**src/rtl/instr_fetch.sv**
```systemverilog
// Instruction fetch: PC plus loadable ROM, one registered instruction per unstalled cycle, zero-bubble redirects.
// Latency: inputs sampled at an edge select the instr/pc shown after it; stall freezes all fetch state.
module instr_fetch #(
  parameter int              ROM_DEPTH = 16,
  parameter int              ADDR_W    = 4,
  parameter logic [ADDR_W-1:0] RESET_PC = '0
) (
  input  logic              clk,
  input  logic              reset,
  input  logic              stall,
  input  logic              branch_taken,
  input  logic [15:0]       branch_offset,
  input  logic              jump,
  input  logic [25:0]       jump_target,
  input  logic              load_en,
  input  logic [ADDR_W-1:0] load_addr,
  input  logic [31:0]       load_data,
  output logic [31:0]       instr,
  output logic [ADDR_W-1:0] pc,
  output logic              instr_valid,
  output logic              halted
);

  typedef enum logic [1:0] {IDLE = 2'd0, RUN = 2'd1, HALT = 2'd2} state_t;

  state_t            state, state_nxt;
  logic [31:0]       rom [ROM_DEPTH];
  logic [31:0]       instr_nxt;
  logic [ADDR_W-1:0] pc_nxt;
  logic              valid_nxt;
  logic              halted_nxt;

  logic [17:0]       br_sum;
  logic [ADDR_W:0]   seq_sum;
  logic [ADDR_W-1:0] tgt;
  logic              tgt_oor;

  // ROM is never reset; the read path sees the pre-edge word, giving read-before-write.
  always_ff @(posedge clk) begin
    if (load_en) rom[load_addr] <= load_data;
  end

  // Branch target kept at 18 bits signed so negative or overflowing targets are detected, never wrapped.
  always_comb begin
    seq_sum = {1'b0, pc} + {{ADDR_W{1'b0}}, 1'b1};
    br_sum  = {{(18-ADDR_W){1'b0}}, pc} + 18'd1 + {{2{branch_offset[15]}}, branch_offset};
    tgt     = seq_sum[ADDR_W-1:0];
    tgt_oor = seq_sum[ADDR_W];
    if (jump) begin
      tgt     = jump_target[ADDR_W-1:0];
      tgt_oor = |jump_target[25:ADDR_W];
    end else if (branch_taken) begin
      tgt     = br_sum[ADDR_W-1:0];
      tgt_oor = |br_sum[17:ADDR_W];
    end
  end

  always_ff @(posedge clk) begin
    if (reset) state <= IDLE;
    else       state <= state_nxt;
  end

  always_comb begin
    state_nxt = state;
    case (state)
      IDLE:    if (!stall) state_nxt = RUN;
      RUN:     if (!stall && tgt_oor) state_nxt = HALT;
      HALT:    state_nxt = HALT;
      default: state_nxt = IDLE;
    endcase
  end

  always_comb begin
    instr_nxt  = instr;
    pc_nxt     = pc;
    valid_nxt  = instr_valid;
    halted_nxt = halted;
    case (state)
      IDLE: begin
        if (!stall) begin
          instr_nxt = rom[RESET_PC];
          valid_nxt = 1'b1;
        end
      end
      RUN: begin
        if (!stall) begin
          if (tgt_oor) begin
            instr_nxt  = 32'h0;
            valid_nxt  = 1'b0;
            halted_nxt = 1'b1;
          end else begin
            pc_nxt    = tgt;
            instr_nxt = rom[tgt];
          end
        end
      end
      default: ;
    endcase
  end

  always_ff @(posedge clk) begin
    if (reset) begin
      instr       <= 32'h0;
      pc          <= RESET_PC;
      instr_valid <= 1'b0;
      halted      <= 1'b0;
    end else begin
      instr       <= instr_nxt;
      pc          <= pc_nxt;
      instr_valid <= valid_nxt;
      halted      <= halted_nxt;
    end
  end

endmodule

```
**config.mk**
```make
export PLATFORM = sky130hd
export DESIGN_NAME = instr_fetch
export DESIGN_NICKNAME = d
export VERILOG_FILES = /design/src/rtl/instr_fetch.sv
export SDC_FILE = /design/constraint.sdc
export NUM_CORES = 1
export LEC_CHECK = 0
export ABC_AREA = 1
export BUFFER_PORTS_ARGS = -buffer_cell sky130_fd_sc_hd__buf_2
export CORE_UTILIZATION = 49
export DETAILED_ROUTE_END_ITERATION = 6
export PLACE_DENSITY = 0.67
export SYNTH_ARGS = -nofsm -noshare
export SYNTH_HDL_FRONTEND = slang
export SYNTH_SLANG_ARGS = --single-unit
```
**constraint.sdc**
```tcl
create_clock -name clk -period 2.4 [get_ports clk]
set_input_delay 0.24 -clock clk [delete_from_list [all_inputs] [get_ports clk]]
set_output_delay 0.24 -clock clk [all_outputs]
set_load 0.01 [all_outputs]
```
Yosys cells after proc, flatten, opt, wreduce, memory -nomap -nowiden
Memories as Yosys holds them, arrays and structs flattened.
Cells that the tools add are included.
- register bits: 40
- memory bits (writable): 512
- output and inout bits: 38
- memories: 1
- add/sub/neg operators: 3
- equal/unequal tests: 6
- multiplexer cells: 17
- bitwise logic cells: 2
- reductions and logical operators: 11
- memory list (memory ; depth ; bits a word ; rd ports ; clocked after Yosys merged registers in ; wr ports ; line ; RTL):
    rom ; 16 ; 32 ; 2 ; 0 ; 1 ; 27 ; logic [31:0] rom [ROM_DEPTH];
- operators by type and width (operator ; number):
    $mux W32 ; 3
    $pmux W32 S2 ; 1
    $reduce_or A22 Y1 ; 1
    $add A6 B16 Y17 ; 1
    $reduce_or A14 Y1 ; 1
    $add A4 B1 Y5 const B ; 2
    $reduce_and A3 Y1 ; 3
    $mux W4 ; 2
    $ne A2 B2 Y1 const B ; 4
    $mux W1 ; 7
    $pmux W2 S3 ; 1
    $mux W2 ; 2
    $reduce_and A4 Y1 ; 1
    $eq A2 B1 Y1 const B ; 1
    $eq A2 B2 Y1 const B ; 1
    $logic_not A2 Y1 ; 1
    $not A1 Y1 ; 2
    $pmux W1 S2 ; 1
    $reduce_and A2 Y1 ; 1
    $reduce_bool A2 Y1 ; 1
    $logic_and A1 B1 Y1 ; 1
    $logic_not A1 Y1 ; 1

Logic depth before layout (Yosys ltp)
Gate-level depths: netlist of the first run.
- depth in word-level cells: 8
- depth in mapped cells: 25
- gate-level depth less buffers: 25

Worst setup path after synthesis of the first run
OpenSTA, ideal clock, no wires.
- kind: reg-to-reg
- from: register pc[0]
- to: register instr[9]
- arrival time: 2466 ps
- data required time: 2330 ps
- setup slack: -135 ps
- cell stages (with the launch flop): 21
- buffers on the path: 2
- period minus slack after synthesis: 2535 ps
- path through: dfxtp_1 > ha_1 > xor2_1 > ha_1 > nor2_1 > inv_1 > nand3_1 > nand2_2 > nand2_1 > nand3_1 > nor2_1 > nand2_2 > nor2_1 > nand2_1 > nand2_1 > nand2_2 > nand2_4 > buf_12 > buf_12 > nand4_1 > a21oi_1
- word-level cells in the longest chain between the ends: 8
- elaborated cells between the ends (all ways): 12
- RTL lines (what ; line ; RTL):
    from (decl) ; 19 ; output logic [ADDR_W-1:0] pc,
    from (signal assigned) ; 109 ; pc <= pc_nxt;
    $add A4 B1 Y5 ; 45, 46 ;
    $add A6 B16 Y17 ; 46 ; br_sum = {{(18-ADDR_W){1'b0}}, pc} + 18'd1 + {{2{branch_offset[15]}}, branch_offset};
    $mux W4 or $reduce_or A14 Y1 (tied branches) ; 52, 54 ;
    $mux W4 or $mux W1 (tied branches) ; 49, 52 ;
    $mem_v2 Z16 W32 or $mux W1 (tied branches) ; -- ;
    $mux W32 * ; 87 ; if (tgt_oor) begin
    $mux W32 * ; 86 ; if (!stall) begin
    $pmux W32 S2 * ; 78 ; case (state)
    to (signal assigned) ; 108 ; instr <= instr_nxt;
    to (decl) ; 18 ; output logic [31:0] instr,
Every way passes the cells marked *; elsewhere a longest branch is shown, timed or not. The select of a mux whose other input is x is not followed.
A chain may end at the register's enable or synchronous reset.

Worst setup path in the final report of the first run
- from: register pc[0]
- to: register instr[0]
The elaborated chain is that of the path after synthesis.

==> reports/results.tsv, run 1 <==
stage	metric	value	unit
worst_hold_path	class of the most critical hold timing path	input pin to flop	
power	power per standard cell area	850	mW/mm²
clock_tree	TritonCTS clock tree	built	
die	Chip Width	218	µm
finish	final design area excluding fillers	0.0274	mm²
synth	area share of the leading cell type in the synthesized netlist	67.1	%
drt	Final Routed Wirelength	61100	µm
finish	Layout Cells excl Fill	2825	
synth	Post-Syn Instances	2002	
synth	async set-reset flop share out of synthesis	0	%
power	Reg power frac	47.8	%
drt	via count	16500	
power	switching part of the total power	26.7	%
sta	Final Max Tran Viols	0	
finish	layout cell share with drive strength beyond 1	17.0	%
clock_tree	TritonCTS Buffers	55	
synth	xor/xnor cell area share of the yosys netlist	0.153	%
synth	mean post-synth cell area	11.4	µm²
die	std cell rows	78	
synth	Syn Nets	2095	
sta	post-layout worst setup margin	-352	ps
power	leakage	10.0	nW
clock_tree	number of sinks on the clock net	552	
die	die area	0.0476	mm²
place	Detail Placement HPWL	32700	µm
synth	number of flops mapped to enable cells by yosys	512	
die	starting utilization of the core area	50.0	%
status	failing checks	setup timing	
clock_tree	clock latency on the worst-skew pair	620	ps
clock_tree	Clock Tree Root	clkbuf_16	
place	cell area after placement	0.0249	mm²
place	final RePlAce weighted congestion	0.840	
run	number of max-cap violations	0	
finish	Final Net Count	2271	
setup_path	arrival time at the worst endpoint	3300	ps
sta	Highest Clock Rate	0.363	GHz
sta	Worst Hold Margin	33.2	ps
power	Power Internal	17.1	mW
synth	multiplexer share of the synthesized area	0	%
synth	flip-flop and latch count after synthesis	552	
setup_path	endpoint kind of the worst setup timing path	flop	
synth	post-synthesis compound-gate area fraction	2.88	%
synth	post-synth top area cell	edfxtp_1	
finish	diode insertion count for antenna repair	0	
synth	largest family of logic cells by synthesized area	simple AND/OR/NAND/NOR gates	
clock_tree	register clock-pin slew on the reported worst setup and hold paths	60	ps
drt	Routed wire per std cell	21.6	µm
synth	adder-cell area share of the yosys netlist	0.524	%
die	number of primary I/O pins	122	
die	Core Footprint	0.0458	mm²
finish	FILL cells	3598	
synth	Most used DFF post-synth	edfxtp_1	
setup_path	startpoint type of the worst setup path	flop	
power	Clk network pwr share	37.6	%
grt	global-route wire length before repair	93000	µm
synth	number of distinct library cells after synthesis	42	
sta	final number of hold-violating endpoints	0	
drt	number of antenna-violating nets in the routed design	0	
status	outcome	complete, but fails checks	
clock_tree	H-tree level count	2	
place	# placed instances	2683	
sta	minimum period implied by the final worst setup slack	2750	ps
synth	most area-consuming cells after synthesis	edfxtp_1, nand3_1, nand2_1, dfxtp_1, a21oi_1	
synth	Synth Area in Simple Gates	22.3	%
synth	fraction of the yosys area taken by sequential cells	70.6	%
sta	Slew @ Worst Pin	694	ps
finish	area added between synthesis and finish	19.6	%
grt	antenna violations before repair	0	
place	Placement Setup Slack	-306	ps
place	Port Buffers	121	
power	Peak supply drop	0.758	mV
die	die height	218	µm
grt	sum of overflow across all layers after global routing	0	
grt	via count of the first global-routing pass	15900	
power	combinational power share	14.6	%
setup_path	crit-path max FO	6	
grt	total track usage	25.8	%
sta	Max-Slew Margin vs Limit	53.7	%
power	net switching power figure	6.20	mW
sta	final worst clock skew	15.8	ps
drt	router iterations before antenna repair	6	
drt	vias per cell	5.85	
sta	RSZ-0062 raised after global routing	true	
setup_path	category of the critical setup timing path	flop to flop	
finish	post-layout utilization of the core	59.8	%
clock_tree	Max Buffers Root-to-Sink	3	
power	total design power	23.3	mW
drt	Iteration-0 DRC Markers	2106	
setup_path	data required time at the worst endpoint	2950	ps
synth	netlist area before placement	0.0229	mm²
grt	maximum number of pins on one net before global-route repair	85	
drt	number of remaining DRC errors	0	
synth	leading cell type by number of instances after synthesis	nand2_1	
sta	final setup fails	40	
synth	warning count from the yosys run	0	
sta	sum of negative setup slack	-11090	ps
sta	share of the cycle needed by the critical path after routing	115	%
synth	most numerous cell types in the synthesized netlist	nand2_1, edfxtp_1, nand3_1, a21oi_1, buf_2	
[worst paths after layout]
check | start | end | slack (ps) | cells past startpoint
worst max-delay path | pc[0] | instr[0] | -350 | 20
worst min-delay path | load_data[24] | rom[14][24] | 30 | 1
worst max register to register | pc[0] | instr[0] | -350 | 20
worst min register to register | halted | halted | 450 | 2
[cell type report]
| class | instances | area (µm²) | share of cell area, % |
|---|---|---|---|
| Sequential cell | 552 | 16200 | 59.1 |
| Timing Repair Buffer | 243 | 2140 | 7.81 |
| Inverter | 41 | 163 | 0.594 |
| Clock inverter | 17 | 262 | 0.955 |
| Tap cell | 600 | 751 | 2.74 |
| Multi-Input combinational cell | 1285 | 6280 | 22.9 |
| Clock buffer | 87 | 1610 | 5.87 |
[cells in the final DEF (no fill, tap or decap), types with 13 or more instances in the layout]
cell type	instances
a21oi_1	60
buf_12	41
buf_2	121
buf_4	46
clkbuf_1	21
clkbuf_16	56
dfxtp_1	37
dlygate4sd3_1	32
edfxtp_1	512
inv_1	32
nand2_1	563
nand2_2	13
nand3_1	452
nand4_1	39
nor2_1	25
nor2_4	18
o21ai_0	42
[power groups by stage]
stage | clock network (mW) | logic, mW | registers (mW)
after floorplan | 0 | 1.78 | 11.3
final | 8.74 | 3.40 | 11.1
after global routing | 9.16 | 3.69 | 11.1
after CTS | 8.83 | 3.31 | 11.1
after detailed placement | 0 | 3.20 | 11.3
after global placement | 0 | 3.12 | 11.3
[state kept, by name, summed over array words and instances, names as in the netlist]
name and cells:
rom 512, state 2, instr_valid 1, halted 1, pc 4, instr 32
[per-layer routing]
layer  part of all wire, %  vias to the layer above  global-route usage (%)
li1                      -                     7502                       -
met1                    41                     8002                    36.7
met2                    46                      884                    40.4
met3                   9.8                      141                    4.05
met4                   3.0                        0                    9.23
met5                     0                        -                       0
[critical path: stages (launching register included)]
cell and delay (ps):
dfxtp_4 370, ha_4 190, xor2_4 190, ha_4 180
nor2_1 80, nand2_1 140, nand3_2 130, nand2_4 70
nand2_1 90, nand3_2 90, nor2_2 120, nand2_2 50
nor2_1 100, nand2_1 80, nand2_1 80, nand2_2 90
nand2_8 120, buf_12 130, buf_12 120, nand4_1 80
a21oi_1 160
[cells by family after synthesis]
| kind of cell | after synthesis |
|---|---|
| simple gates | 1147 |
| xor+xnor | 4 |
| compound gates | 125 |
| fa+ha+maj | 9 |
| flops | 552 |
| buf+inv | 165 |
[what timing repair did]
action	4_1_cts	5_1_grt
cloned	1	1
buffers inserted	4	1
resized for setup	17	30
pin swaps	14	16
hold buffers	32	0
endpoints found under the hold margin	466	0
endpoints found under the setup margin	40	40
Power figures use the tool's default switching activity.
==> inputs of run 2 (changes only) <==
--- a/config.mk
+++ b/config.mk
@@ -7,9 +7,12 @@
 export LEC_CHECK = 0
 export ABC_AREA = 1
 export BUFFER_PORTS_ARGS = -buffer_cell sky130_fd_sc_hd__buf_2
-export CORE_UTILIZATION = 49
+export CELL_PAD_IN_SITES_DETAIL_PLACEMENT = 1
+export CELL_PAD_IN_SITES_GLOBAL_PLACEMENT = 1
+export CORE_UTILIZATION = 45
+export CTS_CLUSTER_DIAMETER = 200
 export DETAILED_ROUTE_END_ITERATION = 6
-export PLACE_DENSITY = 0.67
+export PLACE_DENSITY = 0.74
 export SYNTH_ARGS = -nofsm -noshare
 export SYNTH_HDL_FRONTEND = slang
 export SYNTH_SLANG_ARGS = --single-unit
==> run 2 against run 1 <==
- the run still ends with setup timing left
- die area increased by 8.8%
- non-clock buffer count decreased by 5
- core utilization decreased by 5.0 points
- design area increased by 0.50%
- clock power decreased by 3.1%
- fmax decreased by 2.4%
- final cell count increased by 2.3%
- critical endpoint is now instr[27]
- highest routed layer unchanged
==> reports/results.tsv, run 2 (same netlist as run 1, synthesis figures left out) <==
stage	metric	value	unit
die	Chip Width	228	µm
clock_tree	number of sinks on the clock net	552	
setup_path	category of the critical setup timing path	flop to flop	
power	power per standard cell area	843	mW/mm²
clock_tree	clock latency on the worst-skew pair	610	ps
setup_path	worst-path cell with the longest stage delay	dfxtp_4	
sta	final worst clock skew	8.72	ps
die	die height	228	µm
finish	diode insertion count for antenna repair	0	
setup_path	family of cells with the greatest summed delay on the critical path	simple AND/OR/NAND/NOR gates	
grt	total track usage	27.7	%
sta	minimum period implied by the final worst setup slack	2820	ps
finish	register containing the most flip-flops in the final layout	rom	
power	leakage	10.0	nW
setup_path	critical register-to-register path startpoint	pc[0]	
drt	via count	17000	
finish	layout cell share with drive strength beyond 1	17.7	%
worst_hold_path	beginning of the worst hold path	load_data[11]	
setup_path	cells along the critical path	ha_4, xor2_2, ha_4, nor2_1, inv_1, nand3_2, nand2_4, nand2_2, nand2_2, nand2_2, nor2_2, nand2_2, nor2_4, nand2_2, nand2_2, nand2_4, nand2_8, buf_12, nand4_1, a21oi_2	
setup_path	buffering stage count on the worst path with inverters included	2	
grt	via count of the first global-routing pass	17700	
setup_path	endpoint kind of the worst setup timing path	flop	
sta	Slew @ Worst Pin	592	ps
status	outcome	complete, but fails checks	
setup_path	crit-path max FO	7	
drt	Iteration-0 DRC Markers	1710	
finish	Final Net Count	2266	
sta	post-layout worst setup margin	-420	ps
sta	final number of hold-violating endpoints	0	
worst_hold_path	Hold Path End	rom[9][11]	
clock_tree	Max Buffers Root-to-Sink	3	
die	starting utilization of the core area	45.7	%
drt	number of antenna-violating nets in the routed design	0	
die	die area	0.0518	mm²
finish	registers with the highest flip-flop counts	rom (512), instr (32), pc (4)	
finish	number of flip-flops in the largest register	512	
sta	Final Max Tran Viols	0	
sta	RSZ-0062 raised after global routing	true	
sta	Highest Clock Rate	0.355	GHz
worst_hold_path	Cells on Worst Hold Path	1	
status	failing checks	setup timing	
worst_hold_path	class of the most critical hold timing path	input pin to flop	
clock_tree	TritonCTS Buffers	55	
setup_path	FF-to-FF path depth	20	
finish	area added between synthesis and finish	20.2	%
setup_path	data required time at the worst endpoint	2940	ps
drt	vias per cell	5.89	
clock_tree	H-tree level count	2	
sta	Max-Slew Margin vs Limit	60.5	%
setup_path	startpoint type of the worst setup path	flop	
run	number of max-cap violations	0	
place	Port Buffers	121	
setup_path	most common cell type on the critical path	nand2_2	
grt	sum of overflow across all layers after global routing	0	
setup_path	arrival time at the worst endpoint	3360	ps
die	std cell rows	82	
setup_path	delay of the slowest cell on the worst path	380	ps
sta	share of the cycle needed by the critical path after routing	118	%
power	total design power	23.2	mW
finish	most common library cell in the layout ignoring fill and taps	nand2_1	
finish	highest-count cells in the layout ignoring fill and taps	nand2_1, edfxtp_1, nand3_1, buf_2, clkbuf_16	
clock_tree	Clock Tree Root	clkbuf_16	
setup_path	flop2flop setup slack	-420	ps
drt	number of remaining DRC errors	0	
die	Core Footprint	0.0502	mm²
place	Placement Setup Slack	-531	ps
grt	global-route wire length before repair	106000	µm
drt	router iterations before antenna repair	5	
power	Peak supply drop	0.511	mV
place	Detail Placement HPWL	39400	µm
drt	Routed wire per std cell	24.8	µm
clock_tree	register clock-pin slew on the reported worst setup and hold paths	60	ps
sta	final setup fails	40	
clock_tree	TritonCTS clock tree	built	
grt	maximum number of pins on one net before global-route repair	89	
setup_path	worst reg2reg path endpoint	instr[27]	
drt	Final Routed Wirelength	71600	µm
grt	antenna violations before repair	0	
die	number of primary I/O pins	122	
place	final RePlAce weighted congestion	0.836	
[run 2: how the worst max path moves through the flow]
stage | start | endpoint | slack (ps) | cells past startpoint
floorplan | pc[0] | instr[9] | -10 | 20
global placement | pc[0] | pc[1] | -310 | 21
detailed placement | pc[0] | instr[27] | -530 | 21
CTS | pc[0] | instr[27] | -420 | 21
global route | pc[0] | pc[3] | -630 | 23
finish | pc[0] | instr[27] | -420 | 20
[run 2: layout make-up]
class | instances | area [µm²]
inverter | 41 | 169
clock inverter | 24 | 213
tap | 672 | 841
multi-input combinational | 1285 | 6290
sequential | 552 | 16200
clock buffer | 79 | 1550
fill | 5192 | 22600
timing repair buffer | 238 | 2280
[run 2: layer usage]
metal  GRT usage (%)  up-vias  share of wire, %
li1                -     7488                 -
met1            37.0     8643                41
met2            46.1      736                49
met3            3.54      161               7.3
met4            10.8        0               3.1
met5               0        -                 0
[run 2: power breakdown]
group,leakage [nW],internal (mW),switching (mW),total [mW]
sequential,4.96,10.9,0.240,11.1
combinational,4.21,1.15,2.45,3.60
clock,0.858,4.82,3.65,8.47
[run 2: timing repair]
action / in CTS / in global routing
endpoints found under the hold margin: 268 / 0
hold buffers: 20 / 0
gates resized for setup: 29 / 30
pin swaps: 17 / 18
cloned: 3 / 3
setup endpoints to repair: 40 / 40
buffers inserted: 3 / 2
[run 2: through the flow]
| step | instances | setup TNS [ps] | area, µm² | util, % | hold slack (ps) |
|---|---|---|---|---|---|
| final | 2891 | -13330 | 27500 | 54.9 | 26.1 |
| after global routing | 2891 | -20910 | 27500 | 54.9 | 17.2 |
| after CTS | 2886 | -13480 | 27300 | 54.5 | 2.30 |
| after detailed placement | 2757 | -16670 | 25100 | 50.1 | 444 |
| after global placement | 2757 | -10550 | 25100 | 50.1 | 436 |
| after floorplan | 2002 | -289 | 22900 | - | 299 |
